$ cat src/rtl/bali_pkg.sv
// Shared definitions for the BALI execute unit: ALU op encoding (also driven by the
// bytecode decoder), default datapath width and divider state encoding.
package bali_pkg;

  localparam int unsigned BALI_WIDTH = 32;

  typedef enum logic [3:0] {
    ALU_ADD  = 4'h0,
    ALU_SUB  = 4'h1,
    ALU_MUL  = 4'h2,
    ALU_DIV  = 4'h3,
    ALU_REM  = 4'h4,
    ALU_NEG  = 4'h5,
    ALU_SHL  = 4'h6,
    ALU_SHR  = 4'h7,
    ALU_USHR = 4'h8,
    ALU_AND  = 4'h9,
    ALU_OR   = 4'hA,
    ALU_XOR  = 4'hB,
    ALU_CMP  = 4'hC,
    ALU_PASS = 4'hD
  } alu_op_t;

  typedef enum logic [1:0] {
    DIV_IDLE,
    DIV_RUN,
    DIV_DONE
  } div_state_t;

endpackage

$ cat src/rtl/bali_divider.sv
// Unsigned restoring shift-subtract divider: WIDTH iterations in RUN, results held in DONE.
module bali_divider
  import bali_pkg::*;
#(
  parameter int unsigned WIDTH = BALI_WIDTH
) (
  input  logic             clk,
  input  logic             rst,
  input  logic             start,
  input  logic [WIDTH-1:0] dividend,
  input  logic [WIDTH-1:0] divisor,
  output logic             busy,
  output logic             done,
  output logic [WIDTH-1:0] quotient,
  output logic [WIDTH-1:0] remainder
);

  localparam int unsigned CW = (WIDTH > 1) ? $clog2(WIDTH) : 1;

  div_state_t       state_q, state_d;
  logic [WIDTH-1:0] rem_q, rem_d;
  logic [WIDTH-1:0] quo_q, quo_d;
  logic [WIDTH-1:0] dvs_q, dvs_d;
  logic [CW-1:0]    count_q, count_d;
  logic [WIDTH:0]   trial;
  logic [WIDTH:0]   diff;

  always_ff @(posedge clk or posedge rst) begin
    if (rst) begin
      state_q <= DIV_IDLE;
      rem_q   <= '0;
      quo_q   <= '0;
      dvs_q   <= '0;
      count_q <= '0;
    end else begin
      state_q <= state_d;
      rem_q   <= rem_d;
      quo_q   <= quo_d;
      dvs_q   <= dvs_d;
      count_q <= count_d;
    end
  end

  always_comb begin
    state_d = state_q;
    case (state_q)
      DIV_IDLE: if (start) state_d = DIV_RUN;
      DIV_RUN:  if (count_q == '0) state_d = DIV_DONE;
      DIV_DONE: state_d = DIV_IDLE;
      default:  state_d = DIV_IDLE;
    endcase
  end

  // The partial remainder stays below the divisor, so bit WIDTH of diff is purely the borrow.
  always_comb begin
    rem_d   = rem_q;
    quo_d   = quo_q;
    dvs_d   = dvs_q;
    count_d = count_q;
    trial   = {rem_q, quo_q[WIDTH-1]};
    diff    = trial - {1'b0, dvs_q};
    if (state_q == DIV_IDLE && start) begin
      rem_d   = '0;
      quo_d   = dividend;
      dvs_d   = divisor;
      count_d = CW'(WIDTH - 1);
    end else if (state_q == DIV_RUN) begin
      count_d = count_q - CW'(1);
      if (!diff[WIDTH]) begin
        rem_d = diff[WIDTH-1:0];
        quo_d = {quo_q[WIDTH-2:0], 1'b1};
      end else begin
        rem_d = trial[WIDTH-1:0];
        quo_d = {quo_q[WIDTH-2:0], 1'b0};
      end
    end
  end

  always_comb begin
    busy      = (state_q != DIV_IDLE);
    done      = (state_q == DIV_DONE);
    quotient  = quo_q;
    remainder = rem_q;
  end

endmodule

$ cat src/rtl/bali_alu.sv
// BALI 32-bit execute unit: single-cycle ALU ops plus iterative signed DIV/REM with
// ready/valid handshake; sign handling and divide special cases live here.
module bali_alu
  import bali_pkg::*;
#(
  parameter int unsigned WIDTH = BALI_WIDTH
) (
  input  logic             clk,
  input  logic             rst,
  input  logic             in_valid,
  output logic             ready,
  input  logic [3:0]       op_select,
  input  logic [WIDTH-1:0] operand_a,
  input  logic [WIDTH-1:0] operand_b,
  output logic             out_valid,
  output logic [WIDTH-1:0] result_lo,
  output logic [WIDTH-1:0] result_hi,
  output logic             div_zero
);

  localparam int unsigned SHW = $clog2(WIDTH);

  alu_op_t            op;
  logic               accept, is_div_op, b_zero;
  logic [SHW-1:0]     shamt;
  logic [2*WIDTH-1:0] prod;
  logic [WIDTH-1:0]   alu_lo, alu_hi;
  logic [WIDTH-1:0]   mag_a, mag_b, quo_fix, rem_fix;
  logic               div_start, div_busy, div_done;
  logic [WIDTH-1:0]   div_quo, div_rem;

  logic             ready_q, ready_d;
  logic             out_valid_q, out_valid_d;
  logic [WIDTH-1:0] lo_q, lo_d;
  logic [WIDTH-1:0] hi_q, hi_d;
  logic             div_zero_q, div_zero_d;
  logic             q_neg_q, q_neg_d;
  logic             r_neg_q, r_neg_d;
  logic             is_rem_q, is_rem_d;

  assign op        = alu_op_t'(op_select);
  assign shamt     = operand_b[SHW-1:0];
  assign accept    = in_valid & ready_q & ~div_busy;
  assign is_div_op = (op == ALU_DIV) || (op == ALU_REM);
  assign b_zero    = (operand_b == '0);
  assign mag_a     = operand_a[WIDTH-1] ? ('0 - operand_a) : operand_a;
  assign mag_b     = operand_b[WIDTH-1] ? ('0 - operand_b) : operand_b;
  assign div_start = accept & is_div_op & ~b_zero;
  assign quo_fix   = q_neg_q ? ('0 - div_quo) : div_quo;
  assign rem_fix   = r_neg_q ? ('0 - div_rem) : div_rem;

  bali_divider #(.WIDTH(WIDTH)) u_div (
    .clk       (clk),
    .rst       (rst),
    .start     (div_start),
    .dividend  (mag_a),
    .divisor   (mag_b),
    .busy      (div_busy),
    .done      (div_done),
    .quotient  (div_quo),
    .remainder (div_rem)
  );

  // Sign-extending both operands to 2*WIDTH makes the unsigned product equal the signed one.
  always_comb begin
    prod   = {{WIDTH{operand_a[WIDTH-1]}}, operand_a} * {{WIDTH{operand_b[WIDTH-1]}}, operand_b};
    alu_lo = '0;
    alu_hi = '0;
    case (op)
      ALU_ADD:  alu_lo = operand_a + operand_b;
      ALU_SUB:  alu_lo = operand_a - operand_b;
      ALU_MUL: begin
        alu_lo = prod[WIDTH-1:0];
        alu_hi = prod[2*WIDTH-1:WIDTH];
      end
      ALU_DIV, ALU_REM: alu_lo = '0;
      ALU_NEG:  alu_lo = '0 - operand_a;
      ALU_SHL:  alu_lo = operand_a << shamt;
      ALU_SHR:  alu_lo = $signed(operand_a) >>> shamt;
      ALU_USHR: alu_lo = operand_a >> shamt;
      ALU_AND:  alu_lo = operand_a & operand_b;
      ALU_OR:   alu_lo = operand_a | operand_b;
      ALU_XOR:  alu_lo = operand_a ^ operand_b;
      ALU_CMP: begin
        if ($signed(operand_a) < $signed(operand_b)) alu_lo = '1;
        else if (operand_a != operand_b)             alu_lo = WIDTH'(1);
      end
      default:  alu_lo = operand_a;
    endcase
  end

  always_comb begin
    ready_d     = ready_q;
    out_valid_d = 1'b0;
    lo_d        = lo_q;
    hi_d        = hi_q;
    div_zero_d  = 1'b0;
    q_neg_d     = q_neg_q;
    r_neg_d     = r_neg_q;
    is_rem_d    = is_rem_q;
    if (div_done) begin
      out_valid_d = 1'b1;
      ready_d     = 1'b1;
      lo_d        = is_rem_q ? rem_fix : quo_fix;
      hi_d        = is_rem_q ? quo_fix : rem_fix;
    end else if (accept) begin
      if (is_div_op && b_zero) begin
        out_valid_d = 1'b1;
        div_zero_d  = 1'b1;
        lo_d        = '0;
        hi_d        = operand_a;
      end else if (is_div_op) begin
        ready_d  = 1'b0;
        q_neg_d  = operand_a[WIDTH-1] ^ operand_b[WIDTH-1];
        r_neg_d  = operand_a[WIDTH-1];
        is_rem_d = (op == ALU_REM);
      end else begin
        out_valid_d = 1'b1;
        lo_d        = alu_lo;
        hi_d        = alu_hi;
      end
    end
  end

  always_ff @(posedge clk or posedge rst) begin
    if (rst) begin
      ready_q     <= 1'b1;
      out_valid_q <= 1'b0;
      lo_q        <= '0;
      hi_q        <= '0;
      div_zero_q  <= 1'b0;
      q_neg_q     <= 1'b0;
      r_neg_q     <= 1'b0;
      is_rem_q    <= 1'b0;
    end else begin
      ready_q     <= ready_d;
      out_valid_q <= out_valid_d;
      lo_q        <= lo_d;
      hi_q        <= hi_d;
      div_zero_q  <= div_zero_d;
      q_neg_q     <= q_neg_d;
      r_neg_q     <= r_neg_d;
      is_rem_q    <= is_rem_d;
    end
  end

  assign ready     = ready_q;
  assign out_valid = out_valid_q;
  assign result_lo = lo_q;
  assign result_hi = hi_q;
  assign div_zero  = div_zero_q;

endmodule

$ cat config.mk
export PLATFORM = sky130hd
export DESIGN_NAME = bali_alu
export DESIGN_NICKNAME = d
export VERILOG_FILES = /design/src/rtl/bali_pkg.sv /design/src/rtl/bali_divider.sv /design/src/rtl/bali_alu.sv
export SDC_FILE = /design/constraint.sdc
export NUM_CORES = 2
export LEC_CHECK = 0
export CAP_MARGIN = 20
export CELL_PAD_IN_SITES_DETAIL_PLACEMENT = 0
export CELL_PAD_IN_SITES_GLOBAL_PLACEMENT = 2
export CORE_MARGIN = 1.5
export CORE_UTILIZATION = 35
export CTS_BUF_LIST = sky130_fd_sc_hd__clkbuf_8
export CTS_CLUSTER_DIAMETER = 40
export DETAILED_ROUTE_END_ITERATION = 12
export PLACE_DENSITY_LB_ADDON = 0.08
export SETUP_SLACK_MARGIN = 0.4
export SLEW_MARGIN = 20
export SYNTH_ARGS = -nofsm -noshare
export SYNTH_HDL_FRONTEND = slang
export SYNTH_HIERARCHICAL = 1
export SYNTH_SLANG_ARGS = --single-unit
$ cat constraint.sdc
create_clock -name clk -period 3.58 [get_ports clk]
set_input_delay 0.716 -clock clk [delete_from_list [all_inputs] [get_ports clk]]
set_output_delay 0.716 -clock clk [all_outputs]
set_load 0.03 [all_outputs]
# After elaboration in Yosys (flattened, before gate mapping)
# Index checks and enable logic that the tools add are counted.
[totals]
register_bits = 173
elab_cells = 113
[op_classes]
n_addsub = 8
n_mul = 1
magnitude_cmp = 1
eq_ne = 19
n_shift = 3
mux = 40
bitwise_logic = 12
reduce_logical = 16
[ops]
columns = ["op", "count"]
rows = [
  ["$mux W32", 21],
  ["$pmux W32 S12", 1],
  ["$sub A1 B32 Y32 const A", 4],
  ["$mul A32 B32 Y64", 1],
  ["$sub A33 B32 Y33", 1],
  ["$add A32 B32 Y32", 1],
  ["$and A32 B32 Y32", 1],
  ["$logic_not A32 Y1", 1],
  ["$lt A32 B32 Y1", 1],
  ["$ne A32 B32 Y1", 1],
  ["$or A32 B32 Y32", 1],
  ["$shl A32 B5 Y32", 1],
  ["$shr A32 B5 Y32", 1],
  ["$sshr A32 B5 Y32", 1],
  ["$sub A32 B32 Y32", 1],
  ["$xor A32 B32 Y32", 1],
  ["$eq A4 B4 Y1 const B", 5],
  ["$eq A4 B3 Y1 const B", 4],
  ["$mux W1", 13],
  ["$mux W5", 2],
  ["$eq A4 B2 Y1 const B", 2],
  ["$reduce_bool A2 Y1", 4],
  ["$logic_not A5 Y1", 1],
  ["$sub A5 B1 Y5 const B", 1],
  ["19 further kinds", 29],
]

# Logic depth before layout (Yosys ltp)
[logic_depth]
ltp_word = 8
ltp_mapped = 32
ltp_nobuf = 27

# Hierarchy
# The synthesis kept the hierarchy.
[by_module_without_submodules]
columns = ["mod", "instances", "cells_per_inst", "area_each_um2"]
rows = [
  ["bali_alu", 1, 6088, 50442.1],
  ["bali_divider", 1, 707, 6094.6],
]

# Least setup slack after synthesis
# No wires, ideal clock.
[synth_timing]
path_type = "input-to-reg"
start = "input operand_b[2]"
end = "register lo_q[24], in the netlist result_lo[24]"
setup_ns = 0.136
arrival_time_ns = 8.826
required_ns = 3.444
setup_slack_ns = -5.383
stages = 28
n_path_buf = 6
path_cell_list = "clkbuf_1 -> clkbuf_1 -> clkbuf_1 -> clkbuf_1 -> buf_1 -> nand2_1 -> fa_1 -> fa_1 -> fa_1 -> fa_1 -> inv_1 -> fa_1 -> inv_1 -> fa_1 -> inv_1 -> fa_1 -> fa_1 -> ha_1 -> clkbuf_1 -> and3_1 -> nand3_1 -> a2111oi_1 -> nor2_1 -> o21ai_0 -> a21boi_0 -> xnor2_1 -> a2111oi_0 -> o21ai_0"
[synth_via]
elab_chain_len = 7
word_cells_on_any_way = 17
classes_between = "add/sub: 2; mul: 1; order compare: 1; eq/ne: 1; shift: 3; mux: 6; reduce/logical: 3"
[synth_lines]
columns = ["element", "line_no", "source"]
rows = [
  ["from (decl)", "bali_alu.sv:14", "input logic [WIDTH-1:0] operand_b,"],
  ["parallel branches: the longest is 7 deep, another holds $mul A32 B32 Y64", "n/a", ""],
  ["to (signal assigned)", "bali_alu.sv:138", "lo_q <= lo_d;"],
  ["to (decl)", "bali_alu.sv:34", "logic [WIDTH-1:0] lo_q, lo_d;"],
]
# Parallel ways; which one is timed is not known. The select of a mux whose other input is x is not followed.
# A chain may end at the register's enable or synchronous reset.

# Final worst setup path
[layout_timing]
start = "input operand_b[2]"
end = "register hi_q[3], in the netlist result_hi[3]"
[layout_via]
elab_chain_len = 6
word_cells_on_any_way = 10
classes_between = "mul: 1; eq/ne: 1; mux: 5; reduce/logical: 3"
[layout_lines]
columns = ["element", "line_no", "source"]
rows = [
  ["$mul A32 B32 Y64", "bali_alu.sv:66", "prod = {{WIDTH{operand_a[WIDTH-1]}}, operand_a} * {{WIDTH{operand_b[WIDTH-1]}}, operand_b};"],
  ["$mux W32", "bali_alu.sv:69", "case (op)"],
  ["$mux W32", "bali_alu.sv:112", "end else if (is_div_op) begin"],
  ["$mux W32", "bali_alu.sv:107", "if (is_div_op && b_zero) begin"],
  ["$mux W32", "bali_alu.sv:106", "end else if (accept) begin"],
  ["$mux W32", "bali_alu.sv:101", "if (div_done) begin"],
  ["to (signal assigned)", "bali_alu.sv:139", "hi_q <= hi_d;"],
  ["to (decl)", "bali_alu.sv:35", "logic [WIDTH-1:0] hi_q, hi_d;"],
]
# Several ways; a longest one is shown, not always the timed one. The select of a mux whose other input is x is not followed.

==> reports/qor.txt <==
Reg-to-Reg Start = u_div/quotient[25]
Die area = 164000 µm²
Clk_lat worst skew = 0.51 ns
IO Port Bufs = 137
Max-cap violations = 0
Vias = 55900
Root Buffer = clkbuf_8
DR iter-0 viols = 5111
EDFF count, synth = 0
Gate Count Post-Synth = 6795
Crit. End Element = flop
Critical path fanouts, max = 5
Area occupied by multi-input gates = 50200 µm²
Failing checks = negative setup slack
Fin. max-slew vios = 0
Routed wl met3 = 18100 µm
Register area share after synthesis = 7.66%
Register bit total from synthesis = 173
Area taken by flip-flops and latches = 4330 µm²
Top sig layer = met5
Core Region = 160000 µm²
Register-to-Register Path Depth = 10
Final setup violation count = 67
Global placement routability congestion = 0.976
Final net count = 9593
Clock skew = 0.0297 ns
Via density = 5.43
Hold WC Path Type = reg2reg
Total gr overflow = 0
Wire length of the first global-routing pass = 424000 µm
Die Wd = 405 µm
Worst setup endpoint = result_hi[3]
Fin cells = 10300
Final Worst Setup Slack = -4.14 ns
H-tree levels = 4
Fillers = 15700
Share of layout cells above drive strength 1 = 31.5%
Worst Tran Pin Value = 1.01 ns
WL met2 = 137000 µm
Period utilization = 216%
Overall routing resource usage = 36.2%
Slew headroom = 32.4%
Post-Route WL = 297000 µm
Vias in the first global route = 57400
Hold Crit Start = u_div/dvs_q[0]
Syn Area/Cell = 8.32 µm²
Synth-to-Final Area Change = 39.3%
CTS sink cnt = 173
Post-synth cell types = 105
Largest net degree at the start of global routing = 104
Initial antenna violation count = 14
1st-pass router iterations = 6
M1 wire length = 127000 µm
Starting Density = 35.3%
Hold Violations, Final = 0
Die extent in y = 405 µm
CP Launch Type = input pin
Final core utilization = 49.1%
I/O pin cnt = 138
Worst R2R End = result_lo[31]
Crit path from = operand_b[2]
RSZ-0062 raised after global routing = yes
Yosys warns = 6
Synthesized area = 56500 µm²
Tmin final = 7.72 ns
Req. time, crit path = 3.97 ns
Clock buffer count from CTS = 17
Antenna-violating nets left = 0
Worst Path Arrival = 8.11 ns
Post-DP HPWL = 245000 µm
DRC viols = 0
Top FF cell, synth = dfrtp_1
Status = finished, violations left
Syn_nets = 8272
Ys async rst share = 100%
Clock Path Buffers = 2
Peak Freq = 130 MHz
Reg clk slew, reported paths = 0.10 ns
Rows = 147
Wirelength per Cell = 28.9 µm
Worst reg2reg setup slack = 0.06 ns
Critical path class = in2reg
Dpl cells = 10000
CTS tree = yes
[registers in the layout, summed over array words and instances, names as in the netlist]
signal / cells
u_div/remainder: 32
u_div/count_q: 5
result_hi: 32
u_div/quotient: 32
r_neg_q: 1
out_valid: 1
result_lo: 32
is_rem_q: 1
div_zero: 1
u_div/dvs_q: 32
u_div/state_q: 2
ready: 1
q_neg_q: 1
[stage by stage]
stage,instance area (µm²),setup slack (ns),hold slack [ns],setup TNS [ns]
final,78700,-4.14,0.497,-211.95
after CTS,76800,-4.05,0.494,-217.04
after detailed placement,71400,-5.65,0.471,-392.73
after global routing,78700,-4.25,0.531,-220.09
after global placement,71400,-5.73,0.464,-393.95
after floorplan,58400,-4.49,0.450,-211.10
[worst max-delay path: stages]
cell and delay, ns:
buf_16 0.14, bufbuf_16 0.28, nand2_1 0.08, fa_1 0.56, fa_1 0.44, fa_2 0.62
fa_1 0.43, inv_1 0.08, fa_1 0.45, fa_1 0.62, fa_2 0.54, fa_1 0.56
ha_4 0.31, and4_4 0.27, buf_6 0.11, a31oi_4 0.10, nand3b_1 0.36, and3_4 0.30
o21ai_4 0.20, xnor2_4 0.13, buf_6 0.14, a222oi_1 0.36, buf_4 0.22, a21oi_2 0.05
[cells in the mapped netlist (all sizes together) (12+ instances only)]
| cell | n | area share (%) |
|---|---|---|
| ha | 321 | 7.1 |
| nand2b | 37 | 0.41 |
| nor3 | 56 | 0.52 |
| o22ai | 48 | 0.53 |
| clkinv | 28 | 0.19 |
| a22oi | 57 | 0.76 |
| mux2 | 40 | 0.80 |
| or4 | 20 | 0.28 |
| o41ai | 17 | 0.28 |
| o21bai | 28 | 0.38 |
| a2111oi | 17 | 0.31 |
| inv | 1088 | 7.2 |
| fa | 1085 | 38 |
| and2 | 19 | 0.21 |
| xor2 | 68 | 1.1 |
| clkbuf | 316 | 2.1 |
| nor2b | 22 | 0.24 |
| mux4 | 29 | 1.2 |
| a221oi | 44 | 0.68 |
| a222oi | 14 | 0.25 |
| o21a | 14 | 0.19 |
| or3 | 32 | 0.35 |
| nor2 | 802 | 5.3 |
| a31oi | 47 | 0.53 |
| nand3 | 84 | 0.74 |
| a221o | 12 | 0.21 |
| o211ai | 49 | 0.65 |
| a21o | 49 | 0.65 |
| o21ai | 348 | 3.1 |
| dfrtp | 172 | 7.6 |
| mux2i | 76 | 1.3 |
| nand2 | 854 | 5.7 |
| a21oi | 270 | 2.4 |
| xnor2 | 181 | 2.8 |
| o221ai | 22 | 0.34 |
| buf | 136 | 1.0 |
| nand4 | 31 | 0.34 |
| o31ai | 39 | 0.52 |
| and3 | 17 | 0.19 |
| a211oi | 41 | 0.56 |
| nor4 | 24 | 0.30 |
[worst min path at each step]
stage                endpoint  slack (ns)  depth (start not counted)
2_1_floorplan  u_div/dvs_q[0]        0.45                          2
3_3_place_gp   u_div/dvs_q[0]        0.46                          2
3_5_place_dp   u_div/dvs_q[0]        0.47                          2
4_1_cts        u_div/dvs_q[0]        0.49                          2
5_1_grt        u_div/dvs_q[0]        0.53                          2
6_report       u_div/dvs_q[0]        0.50                          2
[final cells by class]
cell class | instances | area share (%)
Multi-Input combinational cell | 5056 | 63.7
Timing Repair Buffer | 1749 | 21.1
Inverter | 1116 | 5.67
Sequential cell | 173 | 5.50
Tap cell | 2160 | 3.43
Clock buffer | 18 | 0.315
Clock inverter | 13 | 0.240
Timing Repair inverter | 3 | 0.0254
Antenna cell | 8 | 0.0254
[kinds of logic (layout without fill, tap and decap cells)]
logic type                 Yosys count  in the layout  share of synthesized area [%]
and+or+nand+nor                   2038           2040                           15.2
buffers and inverters             1568           2899                           10.6
adders and majority gates         1406           1406                           45.5
AOI/OAI and AO/OA                 1216           1216                           13.9
xor gates and xnor gates           249            249                           3.86
DFF                                173            173                           7.66
muxes                              145            145                           3.30
other                                0              8                              0
[per-layer routing]
layer	up-vias	global-route usage (%)
li1	24400	-
met1	29000	49.9
met2	2101	58.6
met3	423	3.50
met4	2	13.9
met5	-	0
[repair_timing]
action	in CTS	in global routing
resized for setup	843	384
buffers inserted	168	41
cloned	16	5
endpoints found under the setup margin	172	170
hold buffers	0	0
pin swaps	372	289
[cells in the final DEF (no fill, tap or decap), types with 29 or more instances in the layout]
cell type,count
o211ai_1,49
buf_12,153
mux2i_1,76
inv_1,985
ha_1,233
a21o_1,49
o21ai_0,255
nor2_1,698
a31oi_1,38
mux4_2,29
a21oi_1,227
xnor2_1,157
nor3_1,44
nand4_1,31
inv_2,77
buf_4,1277
nor2_4,39
nor2_2,65
dfrtp_1,171
buf_8,38
nand2_2,38
buf_6,167
nand2b_1,33
o22ai_1,45
nand2_1,806
clkdlybuf4s50_1,71
fa_2,92
a21oi_2,31
a221oi_1,38
fa_1,993
a22oi_2,29
xor2_1,58
nand3_1,72
mux2_2,40
o21ai_1,57
o31ai_1,36
ha_4,79
Power is left out: the tool's default activity adds up to more than one toggle a clock period on the data nets, which glitch-free logic cannot reach.
